## src/rtl/ddr_rd_burst_ctrl.sv

```systemverilog
// DDR read master: walks one frame buffer as fixed-length read bursts,
// one burst outstanding, gated by the FIFO write-side water level, and
// forwards every returned beat into the FIFO with one cycle of latency.
module ddr_rd_burst_ctrl #(
   parameter int unsigned             ADDR_WIDTH  = 28,
   parameter int unsigned             DATA_WIDTH  = 256,
   parameter logic [ADDR_WIDTH-1:0]   BASE_ADDR   = '0,
   parameter int unsigned             FRAME_BEATS = 115200,
   parameter int unsigned             BURST_LEN   = 16,
   parameter int unsigned             FILL_THRESH = 224
) (
   input  logic                  clk,
   input  logic                  rst_n,
   input  logic                  frame_start,
   input  logic [8:0]            fifo_wr_water_level,
   output logic [ADDR_WIDTH-1:0] ar_addr,
   output logic [7:0]            ar_len,
   output logic                  ar_valid,
   input  logic                  ar_ready,
   input  logic [DATA_WIDTH-1:0] r_data,
   input  logic                  r_valid,
   input  logic                  r_last,
   output logic                  r_ready,
   output logic                  fifo_wr_en,
   output logic [DATA_WIDTH-1:0] fifo_wr_data,
   output logic                  busy,
   output logic                  frame_done,
   output logic                  len_err
);

   localparam int unsigned REM_W      = $clog2(FRAME_BEATS + 1);
   localparam int unsigned BEAT_BYTES = DATA_WIDTH / 8;

   typedef enum logic [2:0] {IDLE, CHECK, ADDR, DATA, SETTLE} state_e;

   state_e                  state_q, state_d;
   logic [ADDR_WIDTH-1:0]   addr_q, addr_d;
   logic [REM_W-1:0]        remain_q, remain_d;
   logic [8:0]              n_q, n_d;
   logic [8:0]              cnt_q, cnt_d;
   logic [ADDR_WIDTH-1:0]   ar_addr_q, ar_addr_d;
   logic [7:0]              ar_len_q, ar_len_d;
   logic                    wr_en_q, wr_en_d;
   logic [DATA_WIDTH-1:0]   wr_data_q, wr_data_d;
   logic                    busy_q, busy_d;
   logic                    done_q, done_d;
   logic                    len_err_q, len_err_d;
   logic                    pend_q, pend_d;
   logic                    settle_q, settle_d;

   logic [8:0]              burst_n;
   logic                    level_ok;

   assign burst_n  = ({{(32-REM_W){1'b0}}, remain_q} >= BURST_LEN) ? 9'(BURST_LEN) : 9'(remain_q);
   assign level_ok = ({23'd0, fifo_wr_water_level} <= FILL_THRESH);

   assign ar_addr      = ar_addr_q;
   assign ar_len       = ar_len_q;
   assign ar_valid     = (state_q == ADDR);
   assign r_ready      = (state_q == DATA);
   assign fifo_wr_en   = wr_en_q;
   assign fifo_wr_data = wr_data_q;
   assign busy         = busy_q;
   assign frame_done   = done_q;
   assign len_err      = len_err_q;

   // Next-state and datapath decode for the burst walker.
   always_comb begin
      state_d   = state_q;
      addr_d    = addr_q;
      remain_d  = remain_q;
      n_d       = n_q;
      cnt_d     = cnt_q;
      ar_addr_d = ar_addr_q;
      ar_len_d  = ar_len_q;
      wr_en_d   = 1'b0;
      wr_data_d = wr_data_q;
      busy_d    = busy_q;
      done_d    = 1'b0;
      len_err_d = len_err_q;
      pend_d    = pend_q;
      settle_d  = settle_q;

      // A restart request mid-frame is parked until the next CHECK so an
      // accepted burst is always fully drained first.
      if (frame_start && state_q != IDLE) pend_d = 1'b1;

      case (state_q)
         IDLE: begin
            if (frame_start) begin
               state_d   = CHECK;
               addr_d    = BASE_ADDR;
               remain_d  = REM_W'(FRAME_BEATS);
               len_err_d = 1'b0;
               busy_d    = 1'b1;
               pend_d    = 1'b0;
            end
         end
         CHECK: begin
            if (frame_start || pend_q) begin
               // Restart takes priority over completing the frame.
               addr_d    = BASE_ADDR;
               remain_d  = REM_W'(FRAME_BEATS);
               len_err_d = 1'b0;
               pend_d    = 1'b0;
            end else if (remain_q == '0) begin
               state_d = IDLE;
               done_d  = 1'b1;
               busy_d  = 1'b0;
            end else if (level_ok) begin
               state_d   = ADDR;
               ar_addr_d = addr_q;
               n_d       = burst_n;
               ar_len_d  = 8'(burst_n - 9'd1);
            end
         end
         ADDR: begin
            if (ar_ready) begin
               state_d  = DATA;
               addr_d   = addr_q + ADDR_WIDTH'(32'(n_q) * BEAT_BYTES);
               remain_d = remain_q - REM_W'(n_q);
               cnt_d    = '0;
            end
         end
         DATA: begin
            if (r_valid) begin
               wr_en_d   = 1'b1;
               wr_data_d = r_data;
               if (r_last) begin
                  if (cnt_q != n_q - 9'd1) len_err_d = 1'b1;
                  state_d  = SETTLE;
                  settle_d = 1'b0;
               end else begin
                  if (cnt_q >= n_q - 9'd1) len_err_d = 1'b1;
                  if (cnt_q != '1) cnt_d = cnt_q + 9'd1;
               end
            end
         end
         SETTLE: begin
            if (settle_q) begin
               state_d  = CHECK;
               settle_d = 1'b0;
            end else begin
               settle_d = 1'b1;
            end
         end
         default: state_d = IDLE;
      endcase
   end

   // State and datapath registers with synchronous active-low reset.
   always_ff @(posedge clk) begin
      if (!rst_n) begin
         state_q   <= IDLE;
         addr_q    <= BASE_ADDR;
         remain_q  <= '0;
         n_q       <= '0;
         cnt_q     <= '0;
         ar_addr_q <= BASE_ADDR;
         ar_len_q  <= '0;
         wr_en_q   <= 1'b0;
         wr_data_q <= '0;
         busy_q    <= 1'b0;
         done_q    <= 1'b0;
         len_err_q <= 1'b0;
         pend_q    <= 1'b0;
         settle_q  <= 1'b0;
      end else begin
         state_q   <= state_d;
         addr_q    <= addr_d;
         remain_q  <= remain_d;
         n_q       <= n_d;
         cnt_q     <= cnt_d;
         ar_addr_q <= ar_addr_d;
         ar_len_q  <= ar_len_d;
         wr_en_q   <= wr_en_d;
         wr_data_q <= wr_data_d;
         busy_q    <= busy_d;
         done_q    <= done_d;
         len_err_q <= len_err_d;
         pend_q    <= pend_d;
         settle_q  <= settle_d;
      end
   end

endmodule

```

## config.mk

```make
export PLATFORM = sky130hd
export DESIGN_NAME = ddr_rd_burst_ctrl
export DESIGN_NICKNAME = d
export VERILOG_FILES = /design/src/rtl/ddr_rd_burst_ctrl.sv
export SDC_FILE = /design/constraint.sdc
export NUM_CORES = 1
export LEC_CHECK = 0
export CAP_MARGIN = 30
export CORE_AREA = 4 4 219 221
export CTS_CLUSTER_SIZE = 14
export DETAILED_ROUTE_END_ITERATION = 10
export DIE_AREA = 0 0 223 225
export PLACE_DENSITY = 0.65
export SYNTH_ARGS = -nofsm -noshare
export SYNTH_HDL_FRONTEND = slang
export SYNTH_SLANG_ARGS = --single-unit
```

## constraint.sdc

```tcl
create_clock -name clk -period 2.66 [get_ports clk]
set_input_delay 0.532 -clock clk [delete_from_list [all_inputs] [get_ports clk]]
set_output_delay 0.532 -clock clk [all_outputs]
set_load 0.005 [all_outputs]
```

==> impl_metrics.yaml, run 1 <==
run_status:
  status: "finished clean"
clocking:
  clock-sinks: 354
  cts_hold_buf: 0
  clk_pin_slew_ns: 0.06
  cts_tree: "done"
  cts_max_path_buffers: 3
  cts-htree-levels: 2
  cts_root_buf: "clkbuf_16"
  cts_buffers: 41
  clk_latency_ns: 0.55
final_layout:
  drive_above_1_share: 0.06650
  synthToLayoutAreaGrowth_pct: 58.56
  fillerInstances: 4380
  fin_nets: 2603
timing:
  setup_violations: 0
  finalCritPeriodShare: 0.9602
  finalHoldViolCount: 0
  clock.fmax_mhz: 391.5
  worst_pin_slew_ns: 0.5263
  grt_setup_unrepaired: "no"
  fin_skew_ns: 0.02253
  postLayoutSetupSlackWorst_ns: 0.1058
  finalMaxSlewViolations: 0
  min_period_ns: 2.554
  setup_tns_ns: 0
  timing.hold.ws_ns: 0.4511
  slew_headroom: 0.6479
routing:
  drtIter0Drc: 720
  routed_wl_um: 52380
  final_antenna_net_count: 0
  drc: 0
  wl_per_cell_um: 17.80
  drt_pass1_iterations: 5
  routed_via_density: 4.823
  via_count: 14195
floorplan:
  initial_core_util: 0.2986
  io_pins: 569
  die_y_um: 225
  die-area_sq_mm: 0.05018
  core_sq_mm: 0.04616
  fp-row-count: 79
  dieWidth_um: 223
logic_synthesis:
  synth_area_per_cell_sq_um: 7.931
  yosysSeqAreaShare: 0.5142
  async_reset_ff_frac: 0
  ys_ff_latch: 354
  yosysTopAreaCell: "dfxtp_1"
  syn_inst: 1738
  synthDistinctLibCells: 63
  yosysWarnings: 0
  synthFlopType: "dfxtp_1"
  synthTopCellsByCount: "nand2_1 (600), dfxtp_1 (354), a21oi_1 (316), clkbuf_1 (103), nor2_1 (68)"
  synthAdderAreaFrac: 0.03105
  syn-cell-area_sq_mm: 0.01378
  synth_top_family_by_area: "simple AND/OR/NAND/NOR gates"
  synth_edf_count: 0
  synth-simple-area-share: 0.2288
  synth_top_area_share: 0.5142
  synthTopCellsByArea: "dfxtp_1 (51%), nand2_1 (16%), a21oi_1 (11%), ha_1 (2.8%), clkbuf_1 (2.8%)"
  synth-compound-area-share: 0.1662
  synthMuxAreaShare: 0
  post-synth-top-count-cell: "nand2_1"
  synthXorXnorAreaFrac: 0.01906
pwr:
  pwr-share-clk: 0.477
  power.share.combinational: 0.074
  p_leak_nw: 7.587
  sequentialPowerShare: 0.449
  power.switching_w: 0.002680
  intPower_w: 0.009325
  p_per_area_mw_per_mm2: 549.3
  switching_share: 0.2232
  ir_drop_uv: 361.9
global_routing:
  overflow: 0
  grt_max_degree: 85
  grt_pass1_wl_um: 77590
  grt_pass1_vias: 13567
  grtUsageTotal: 0.1927
  antenna_found_initial: 6
placement:
  portBuffers: 563
  detailedPlace.worstSlack_ns: -0.02279
  hpwl_um: 39040
  finalWeightedCongestion: 0.9132
critical_path:
  end_kind: "primary output"
  critPathKind: "flip-flop to primary output"
  arrival_ns: 2.02
  startpoint_type: "flip-flop"
  crit_fanout: 8
  crit_required_ns: 2.13
hold_path:
  holdCritPathClass: "flip-flop to flip-flop"
job:
  drv_cap: 0
[through the flow]
step,area (sq um),utilization,power (W),cells
after detailed placement,20430,0.4426,0.006385,2863
after global routing,21850,0.4734,0.01244,2942
final,21850,0.4735,0.01200,2943
after floorplan,13800,-,0.005770,1742
after global placement,20430,0.4426,0.006377,2863
after CTS,21810,0.4725,0.01217,2938
[worst max-delay path, cell delays in order (launching register included)]
cell	delay [ns]
dfxtp_1	0.51
buf_4	0.22
nand2b_1	0.21
nor2_1	0.06
clkdlybuf4s50_1	0.47
[sequential cells by signal, summed over array words and instances (netlist names)]
signal,count
fifo_wr_data,256
ar_addr,23
ar_len,8
remain_q,17
n_q,9
settle_q,1
pend_q,1
len_err,1
cnt_q,9
busy,1
addr_q,23
fifo_wr_en,1
state_q,3
frame_done,1
[repair_timing]
action	4_1_cts	5_1_grt
setup endpoints to repair	1	10
pin swaps	0	1
cloned	0	0
setup buffers	0	0
resized for setup	2	6
[layer usage]
metal | wire [um] | GRT usage | vias up
met4 | 1472 | 0.05866 | 0
li1 | - | - | 6932
met3 | 4719 | 0.07242 | 90
met2 | 25390 | 0.3300 | 522
met1 | 20790 | 0.2257 | 6651
met5 | 0 | 0 | -
[path summary, 6_finish.rpt]
check                    startpoint                end  slack (ns)  cells past startpoint
hold / removal    fifo_wr_data[139]  fifo_wr_data[139]        0.45                      2
setup / recovery         state_q[2]           ar_valid        0.11                      4
setup reg to reg             n_q[1]            len_err        0.18                      9
hold reg to reg   fifo_wr_data[139]  fifo_wr_data[139]        0.45                      2
[layout make-up]
| cell class | instances | area, sq um | area share |
|---|---|---|---|
| antenna | 5 | 12.51 | 0.0005725 |
| multi-input combinational | 1249 | 6202 | 0.2838 |
| sequential | 354 | 7088 | 0.3243 |
| clock inverter | 13 | 131.4 | 0.006011 |
| clock buffer | 62 | 1247 | 0.05708 |
| inverter | 21 | 86.33 | 0.003950 |
| tap | 607 | 759.5 | 0.03475 |
| timing repair buffer | 632 | 6327 | 0.2895 |
[placed cells by master (no fill, tap or decap), types with 4 or more instances in the layout]
cell | Yosys | routed
a211o_1 | 4 | 4
a211oi_1 | 7 | 6
a21o_1 | 6 | 6
a21oi_1 | 316 | 315
a22oi_1 | 8 | 8
a31oi_1 | 7 | 7
and3_1 | 4 | 4
buf_12 | 0 | 14
buf_4 | 6 | 55
clkbuf_1 | 103 | 9
clkbuf_16 | 0 | 43
clkbuf_8 | 0 | 10
clkdlybuf4s50_1 | 0 | 562
clkinv_2 | 0 | 7
conb_1 | 1 | 5
dfxtp_1 | 354 | 353
diode_2 | 0 | 5
ha_1 | 31 | 31
inv_1 | 21 | 20
nand2_1 | 600 | 600
nand2b_1 | 4 | 4
nand3_1 | 25 | 25
nand4_1 | 11 | 11
nor2_1 | 68 | 67
nor3_1 | 19 | 19
nor4_1 | 7 | 6
o211ai_1 | 13 | 13
o21a_1 | 5 | 5
o21ai_0 | 16 | 16
o31ai_1 | 5 | 5
or2_2 | 4 | 4
or3_1 | 4 | 4
or4_1 | 10 | 10
xnor2_1 | 18 | 18
xor2_1 | 12 | 12
[cell families after synthesis]
family / Yosys count
adder cells (fa/ha/maj): 33
other: 1
flip-flops: 354
AO/OA/AOI/OAI: 410
XOR/XNOR: 30
AND/OR/NAND/NOR: 771
buffers and inverters: 139
[power groups by stage]
| stage | Sequential, W | Clock [W] | Combinational (W) |
|---|---|---|---|
| after global routing | 0.00539 | 0.00611 | 0.000951 |
| after floorplan | 0.00549 | 0 | 0.000283 |
| final | 0.00538 | 0.00573 | 0.000890 |
| after global placement | 0.00550 | 0 | 0.000879 |
| after detailed placement | 0.00550 | 0 | 0.000886 |
| after CTS | 0.00538 | 0.00589 | 0.000893 |
No activity file was read; power rests on OpenSTA's default activity.
==> inputs of run 2 (changes only) <==
--- a/config.mk
+++ b/config.mk
@@ -5,7 +5,6 @@
 export SDC_FILE = /design/constraint.sdc
 export NUM_CORES = 1
 export LEC_CHECK = 0
-export CAP_MARGIN = 30
 export CORE_AREA = 4 4 219 221
 export CTS_CLUSTER_SIZE = 14
 export DETAILED_ROUTE_END_ITERATION = 10
==> results of run 2 <==
Final layout, timing and power as in run 1 (identical DEF).
==> inputs of run 3 (changes only) <==
--- a/config.mk
+++ b/config.mk
@@ -10,6 +10,7 @@
 export DETAILED_ROUTE_END_ITERATION = 10
 export DIE_AREA = 0 0 223 225
 export PLACE_DENSITY = 0.65
+export REMOVE_ABC_BUFFERS = 1
 export SYNTH_ARGS = -nofsm -noshare
 export SYNTH_HDL_FRONTEND = slang
 export SYNTH_SLANG_ARGS = --single-unit
==> impl_metrics.yaml, run 3 (synthesis gave the netlist of run 1 again) <==
timing:
  setup_violations: 1
  slew_headroom: 0.6285
  finalMaxSlewViolations: 0
  grt_setup_unrepaired: "yes"
  finalHoldViolCount: 0
  worst_pin_slew_ns: 0.5572
  finalCritPeriodShare: 1.002
  fin_skew_ns: 0.01488
  postLayoutSetupSlackWorst_ns: -0.005095
  clock.fmax_mhz: 375.2
  min_period_ns: 2.665
routing:
  drc: 0
  wl_per_cell_um: 17.57
  via_count: 14041
  drtIter0Drc: 900
  routed_via_density: 4.799
  routed_wl_um: 51410
  drt_pass1_iterations: 7
  final_antenna_net_count: 0
clocking:
  cts_hold_buf: 0
  cts_tree: "done"
  clock-sinks: 354
  cts_root_buf: "clkbuf_16"
  cts_max_path_buffers: 3
  clk_pin_slew_ns: 0.06
  cts-htree-levels: 2
  cts_buffers: 40
  clk_latency_ns: 0.53
pwr:
  power_w: 0.01154
  ir_drop_uv: 392.4
  p_leak_nw: 7.491
  p_per_area_mw_per_mm2: 533.3
floorplan:
  initial_core_util: 0.2986
  io_pins: 569
  fp-row-count: 79
  die-area_sq_mm: 0.05018
  dieWidth_um: 223
  core_sq_mm: 0.04616
  die_y_um: 225
placement:
  hpwl_um: 38160
  detailedPlace.worstSlack_ns: -0.1273
  finalWeightedCongestion: 0.8674
  dpl_cell_area_sq_mm: 0.02037
  place_inst: 2857
  portBuffers: 563
critical_path:
  arrival_ns: 3.09
  end_kind: "flip-flop"
  crit_required_ns: 3.09
  crit_fanout: 6
  startpoint_type: "flip-flop"
  critPathKind: "flip-flop to flip-flop"
final_layout:
  final_cell_mix: "nand2_1 (600), clkdlybuf4s50_1 (562), dfxtp_1 (354)"
  fin_nets: 2596
  stdcell_count: 2926
  largest_reg_flops: 256
  fin_area_sq_mm: 0.02163
  synthToLayoutAreaGrowth_pct: 56.93
  final_common_cell: "nand2_1"
  drive_above_1_share: 0.05748
global_routing:
  grt_max_degree: 110
  grtUsageTotal: 0.1898
  antenna_found_initial: 6
  overflow: 0
  grt_pass1_wl_um: 76590
  grt_pass1_vias: 13492
run_status:
  failed_checks: "negative setup slack"
  status: "finished with violations"
job:
  drv_cap: 0
hold_path:
  holdCritPathClass: "flip-flop to flip-flop"
## run 3: changes by cell type in the layout (fill, tap and decap cells not counted), moves of 2 or more
| cell | delta |
|---|---|
| buf_4 | -5 |
| clkbuf_1 | +2 |
| clkinv_2 | -5 |
| clkbuf_16 | -2 |
## run 3: final timing paths
kind / start / endpoint / slack [ns] / cells after the start
max reg2reg: n_q[1] / remain_q[11] / -0.005 / 9
min: fifo_wr_data[173] / fifo_wr_data[173] / 0.45 / 2
max: n_q[1] / remain_q[11] / -0.005 / 9
min reg2reg: fifo_wr_data[173] / fifo_wr_data[173] / 0.45 / 2
## run 3: timing repair
action                     CTS  global route
resized for setup            0             4
buffers inserted             0             0
setup endpoints to repair    0            10
## run 3: through the flow
| stage | TNS [ns] | util | hold WS, ns |
|---|---|---|---|
| 4_1_cts | 0 | 0.4681 | 0.4529 |
| 2_1_floorplan | -1867.33 | - | 0.4401 |
| 3_3_place_gp | -0.2573 | 0.4414 | 0.4409 |
| 5_1_grt | -0.08458 | 0.4686 | 0.4655 |
| 3_5_place_dp | -0.2749 | 0.4414 | 0.4453 |
| 6_report | -0.005095 | 0.4686 | 0.4519 |
## run 3: where the power goes
group	switching, W	internal (W)	total [W]
logic	0.000353	0.000527	0.000880
clock network	0.00213	0.00315	0.00528
registers	0.0000326	0.00535	0.00538
## run 3: layout make-up
| class | instances | area, sq um |
|---|---|---|
| Tap cell | 607 | 759.5 |
| Inverter | 21 | 86.33 |
| Sequential cell | 354 | 7087 |
| Clock inverter | 3 | 40.04 |
| Clock buffer | 61 | 1191 |
| Timing Repair Buffer | 626 | 6274 |
| Fill cell | 4470 | 24530 |
| Antenna cell | 5 | 12.51 |
| Multi-Input combinational cell | 1249 | 6180 |
## run 3: worst max-delay path: stages, from the launching register on
cell and delay [ns]:
dfxtp_1 0.47, inv_1 0.10, buf_4 0.16, ha_1 0.26, nor2b_1 0.14, o31a_1 0.30
o41a_1 0.40, nor4b_1 0.50, xnor2_1 0.17, nor2_1 0.05
## run 3: metal layers
metal  GRT usage  share of wire  wire, um
met4     0.07715          0.036      1836
met5           0        0.00021        11
met3     0.05262          0.078      3986
met2      0.3260           0.49     24960
met1      0.2252           0.40     20610
